File: src/rtl/svm_dot_accum.sv
// Slice-VM decision stage: per-SV dot products, alpha scaling,
// frame sum plus bias, one signed decision and class bit per frame.
module svm_dot_accum #(
   parameter int VEC_LEN = 32,
   parameter int NUM_SV = 4,
   parameter int DOT_W = 24,
   parameter int DEC_W = 40,
   parameter logic signed [DEC_W-1:0] BIAS = '0,
   localparam int SW = (NUM_SV > 1) ? $clog2(NUM_SV) : 1,
   localparam int EW = $clog2(VEC_LEN)
) (
   input  logic                    clk,
   input  logic                    reset,
   input  logic                    dv,
   input  logic                    flush,
   input  logic signed [8:0]       feat_in,
   input  logic signed [8:0]       sv_in,
   input  logic signed [8:0]       svcoeff,
   output logic signed [DEC_W-1:0] decision,
   output logic                    class_out,
   output logic                    result_valid,
   output logic                    busy,
   output logic [SW-1:0]           sv_idx
);

   localparam int PW = DOT_W + 9;

   logic [EW-1:0]           elem_cnt;
   logic [SW-1:0]           sv_cnt;
   logic signed [DOT_W-1:0] dot_acc;
   logic signed [DOT_W-1:0] dot_q;
   logic signed [8:0]       coeff_q;
   logic                    scale_pend;
   logic                    last_sv;
   logic                    out_pend;
   logic signed [DEC_W-1:0] dec_acc;
   logic signed [DEC_W-1:0] decision_next;
   logic signed [17:0]      prod;
   logic signed [PW-1:0]    scaled;
   logic                    last_elem;
   logic                    last_vec;

   always_comb begin
      prod          = 18'(feat_in) * 18'(sv_in);
      scaled        = PW'(dot_q) * PW'(coeff_q);
      decision_next = dec_acc + BIAS;
      last_elem     = (elem_cnt == EW'(VEC_LEN - 1));
      last_vec      = (sv_cnt == SW'(NUM_SV - 1));
   end

   assign busy   = (elem_cnt != '0) | (sv_cnt != '0) | scale_pend | out_pend;
   assign sv_idx = sv_cnt;

   always_ff @(posedge clk) begin
      if (reset) begin
         elem_cnt     <= '0;
         sv_cnt       <= '0;
         dot_acc      <= '0;
         dot_q        <= '0;
         coeff_q      <= '0;
         scale_pend   <= 1'b0;
         last_sv      <= 1'b0;
         out_pend     <= 1'b0;
         dec_acc      <= '0;
         decision     <= '0;
         class_out    <= 1'b0;
         result_valid <= 1'b0;
      end else if (flush) begin
         // Drop the partial frame and anything still in flight.
         elem_cnt     <= '0;
         sv_cnt       <= '0;
         dot_acc      <= '0;
         scale_pend   <= 1'b0;
         last_sv      <= 1'b0;
         out_pend     <= 1'b0;
         dec_acc      <= '0;
         result_valid <= 1'b0;
      end else begin
         scale_pend   <= 1'b0;
         out_pend     <= 1'b0;
         result_valid <= 1'b0;
         if (dv) begin
            if (last_elem) begin
               dot_q      <= dot_acc + DOT_W'(prod);
               coeff_q    <= svcoeff;
               scale_pend <= 1'b1;
               last_sv    <= last_vec;
               dot_acc    <= '0;
               elem_cnt   <= '0;
               sv_cnt     <= last_vec ? '0 : sv_cnt + SW'(1);
            end else begin
               dot_acc  <= dot_acc + DOT_W'(prod);
               elem_cnt <= elem_cnt + EW'(1);
            end
         end
         if (scale_pend) begin
            dec_acc  <= dec_acc + DEC_W'(scaled);
            out_pend <= last_sv;
         end
         // Never coincides with a scale since vectors span >= 2 beats.
         if (out_pend) begin
            decision     <= decision_next;
            class_out    <= ~decision_next[DEC_W-1];
            result_valid <= 1'b1;
            dec_acc      <= '0;
         end
      end
   end

endmodule

File: config.mk
export PLATFORM = sky130hd
export DESIGN_NAME = svm_dot_accum
export DESIGN_NICKNAME = d
export VERILOG_FILES = /design/src/rtl/svm_dot_accum.sv
export SDC_FILE = /design/constraint.sdc
export NUM_CORES = 1
export LEC_CHECK = 0
export CAP_MARGIN = 10
export CORE_ASPECT_RATIO = 1.2
export CORE_MARGIN = 2
export CORE_UTILIZATION = 60
export DETAILED_ROUTE_END_ITERATION = 16
export PLACE_DENSITY = 0.81
export RECOVER_POWER = 25
export SYNTH_ARGS = -nofsm -noshare
export SYNTH_HDL_FRONTEND = slang
export SYNTH_SLANG_ARGS = --single-unit
File: constraint.sdc
create_clock -name clk -period 6.6 [get_ports clk]
set_clock_uncertainty 0.1 [all_clocks]
set_input_delay 0.66 -clock clk [delete_from_list [all_inputs] [get_ports clk]]
set_output_delay 0.66 -clock clk [all_outputs]
set_load 0.03 [all_outputs]
==> results_dict.tcl <==
set metrics [dict create \
    grt_pass1_wl_microns 73000 \
    coreArea_sq_mm 0.0313 \
    tightest_slew_ns 2.01 \
    dr.pass1.iters 5 \
    ys_warn_count 0 \
    wire_per_inst_microns 16.2 \
    yosysTopAreaCell "fa_1" \
    gr-total-overflow 0 \
    worstSetupPathType "register to register" \
    hold_start "decision[9]$_SDFFE_PP0P_" \
    outcome "complete, but fails checks" \
    syn_area_sq_mm 0.0190 \
    io_pins 76 \
    viasPerCell 5.45 \
    max_cap_viol_count 1 \
    cpMostUsedCell "fa_1" \
    die_x_microns 166 \
    async_flop_share 0 \
    r2r_start "coeff_q[0]$_SDFFE_PP0P_" \
    syn_avg_cell_area_sq_um 8.55 \
    reg2reg_to "dec_acc[39]$_SDFFE_PP0P_" \
    power_density_mw_per_mm2 233 \
    dp_hpwl_microns 35200 \
    grt_max_degree 63 \
    yosys-top-cells-area "fa_1, dfxtp_1, ha_1" \
    antenna_found_initial 1 \
    max-slew-margin-rel -0.339 \
    drc_errors 0 \
    fin_nets 2747 \
    post_cts_buffers 0 \
    ys_seq_elements 149 \
    ys_types 66 \
    worstPathArrival_ns 6.54 \
    synthFlopType "dfxtp_1" \
    ff_latch_area_sq_mm 0.00299 \
    final_common_cell "inv_1" \
    min_period_ns 6.29 \
    holdWs_ns 0.348 \
    htree_levels 4 \
    grt_pass1_vias 15100 \
    rows 71 \
    finalCritPeriodShare 0.953 \
    clockBufferDepth 2 \
    ant_nets 0 \
    stdcell_count 2653 \
    placed_cells 2621 \
    r2r_setup_slack_ns 0.31 \
    cts_tree "built" \
    synthCells 2222 \
    wirelength_microns 42900 \
    p_leak_nw 10.4 \
    die-area_sq_mm 0.0331 \
    cp_max_fo 7 \
    io_buffer_count 75 \
    cts.sinks 149 \
    crit_slowest_cell "fa_1" \
    ys_seq_area_frac 0.157 \
    setup_viol 0 \
    cp-start-kind "register" \
    routabilityCongestion 0.892 \
    fin_tns_setup_ns 0 \
    min_to "decision[9]$_SDFFE_PP0P_" \
    worst_ep_required_time_ns 6.85 \
    syn_to_final_growth_pct 8.96 \
    cts.reportedPaths.clkPinSlew_ns 0.07 \
    violations "capacitance limit, slew limit" \
    drv_slew 44 \
    max_freq_mhz 159 \
    hold_viol 0 \
    nFillCells 2498 \
    cts_root_buf "clkbuf_16" \
    post_cts_resized 0 \
    detail_route.iter0.violations 738 \
    synth_edf_count 0 \
    start_util 0.607 \
    grt_usage 0.274 \
    final_cell_mix "inv_1, nand2_1, fa_1" \
    irDropWorstVdd_mv 0.198 \
    end_kind "register" \
    crit_chain "nand2_1 > fa_1 > inv_1 > fa_1 > fa_1 > fa_1 > inv_1 > fa_1 > inv_1 > ha_1 > a21oi_1 > o21ai_0 > nor2_2 > o21ai_1 > or3_1 > a311o_1 > xor2_1 > a21oi_1 > a31o_1" \
    whs_path_depth 2 \
    antenna_cells 0 \
    max_stage_delay_ns 0.64 \
    hold_path_class "register to register" \
    multi_input_area_sq_mm 0.0140 \
    ff2ff_path_depth 19 \
    cts_buffers 17 \
    clock_latency_ns 0.46 \
    syn_nets 2730 \
    die_h_microns 199 \
    rsz0062_at_grt "no" \
    netlist.area_leader.share 0.335 \
    vias 14500 \
    drive_above_1_share 0.0413 \
    postCtsHoldBufs 0 \
]
[synthesized netlist by cell type, types with 3 or more instances]
cell type  count
mux2i_1       29
o21ai_1        7
a311o_1        3
clkbuf_1     105
buf_1          7
nand2_1      369
dfxtp_1      149
and2_1        87
xnor2_1       38
o21bai_1      10
nand4_1        8
fa_1         318
and3_1        10
a22oi_1        5
or2_2          5
a22o_1        11
or3_1          7
nor3_1         9
nor2_1       119
nand3_1       19
o211ai_1       3
xor2_1        20
a21oi_1      135
nor2b_1       16
o21ai_0       41
nand2b_1       7
a21o_1        22
ha_1         159
a211oi_1      13
inv_1        429
a31oi_1       11
a41oi_1        4
[critical path, delay by kind of cell (launching register included)]
| kind | cells | cell delay, ns |
|---|---|---|
| flops | 1 | 0.49 |
| xor+xnor | 1 | 0.20 |
| fa+ha+maj | 6 | 3.00 |
| simple gates | 3 | 0.79 |
| compound gates | 6 | 1.35 |
| buf+inv | 3 | 0.24 |
[cells by family (layout without fill, tap and decap cells)]
group,after synthesis,in the layout,synth area share
XOR/XNOR,58,58,0.0268
flip-flops,149,149,0.157
buffers and inverters,546,576,0.109
adder cells (fa/ha/maj),477,477,0.440
AO/OA/AOI/OAI,298,298,0.0981
multiplexers,30,30,0.0159
AND/OR/NAND/NOR,664,664,0.154
[where the power goes]
part           total, mW  internal [mW]  switching [mW]
logic               2.91           1.20            1.71
clock network      0.964          0.509           0.455
registers          0.950          0.928          0.0226
total               4.83           2.64            2.19
[routing by layer]
layer	vias to the layer above	track usage	wire length, microns	part of all wire
met5	-	0	15	0.00035
met4	2	0.101	1100	0.026
met3	83	0.0350	1960	0.046
met2	363	0.486	21400	0.50
met1	7134	0.344	18400	0.43
li1	6880	-	-	-
[worst max path at each step]
stage / slack [ns] / depth (start not counted) / startpoint / to
floorplan: 0.60 / 21 / coeff_q[5]$_SDFFE_PP0P_ / dec_acc[39]$_SDFFE_PP0P_
global placement: 0.21 / 20 / sv_in[0] / dot_acc[22]$_SDFFE_PP0P_
detailed placement: 0.06 / 20 / feat_in[8] / dot_acc[20]$_SDFFE_PP0P_
CTS: 0.20 / 21 / coeff_q[6]$_SDFFE_PP0P_ / dec_acc[39]$_SDFFE_PP0P_
global route: 0.003 / 22 / coeff_q[2]$_SDFFE_PP0P_ / dec_acc[30]$_SDFFE_PP0P_
finish: 0.31 / 19 / coeff_q[0]$_SDFFE_PP0P_ / dec_acc[39]$_SDFFE_PP0P_
[layout make-up]
class,instances,share of cell area
Timing Repair Buffer,114,0.0508
Sequential cell,149,0.144
Tap cell,401,0.0243
Inverter,430,0.0782
Clock inverter,14,0.00659
Clock buffer,18,0.0212
Multi-Input combinational cell,1527,0.675
[stage by stage]
step / utilization / setup WS [ns] / cell area [sq um] / total power [mW]
2_1_floorplan: - / 0.597 / 19000 / 3.21
3_3_place_gp: 0.643 / 0.211 / 20100 / 3.73
3_5_place_dp: 0.643 / 0.0592 / 20100 / 3.84
4_1_cts: 0.661 / 0.198 / 20700 / 4.81
5_1_grt: 0.662 / 0.00321 / 20700 / 5.26
6_report: 0.662 / 0.311 / 20700 / 4.83
[registers in the layout, indices dropped and copies added (netlist names)]
signal and flops:
scale_pend 1, dot_q 24, result_valid 1, coeff_q 9, decision 40, sv_idx 2, elem_cnt 5, dec_acc 40
out_pend 1, last_sv 1, dot_acc 24, class_out 1
Power figures use the tool's default switching activity.
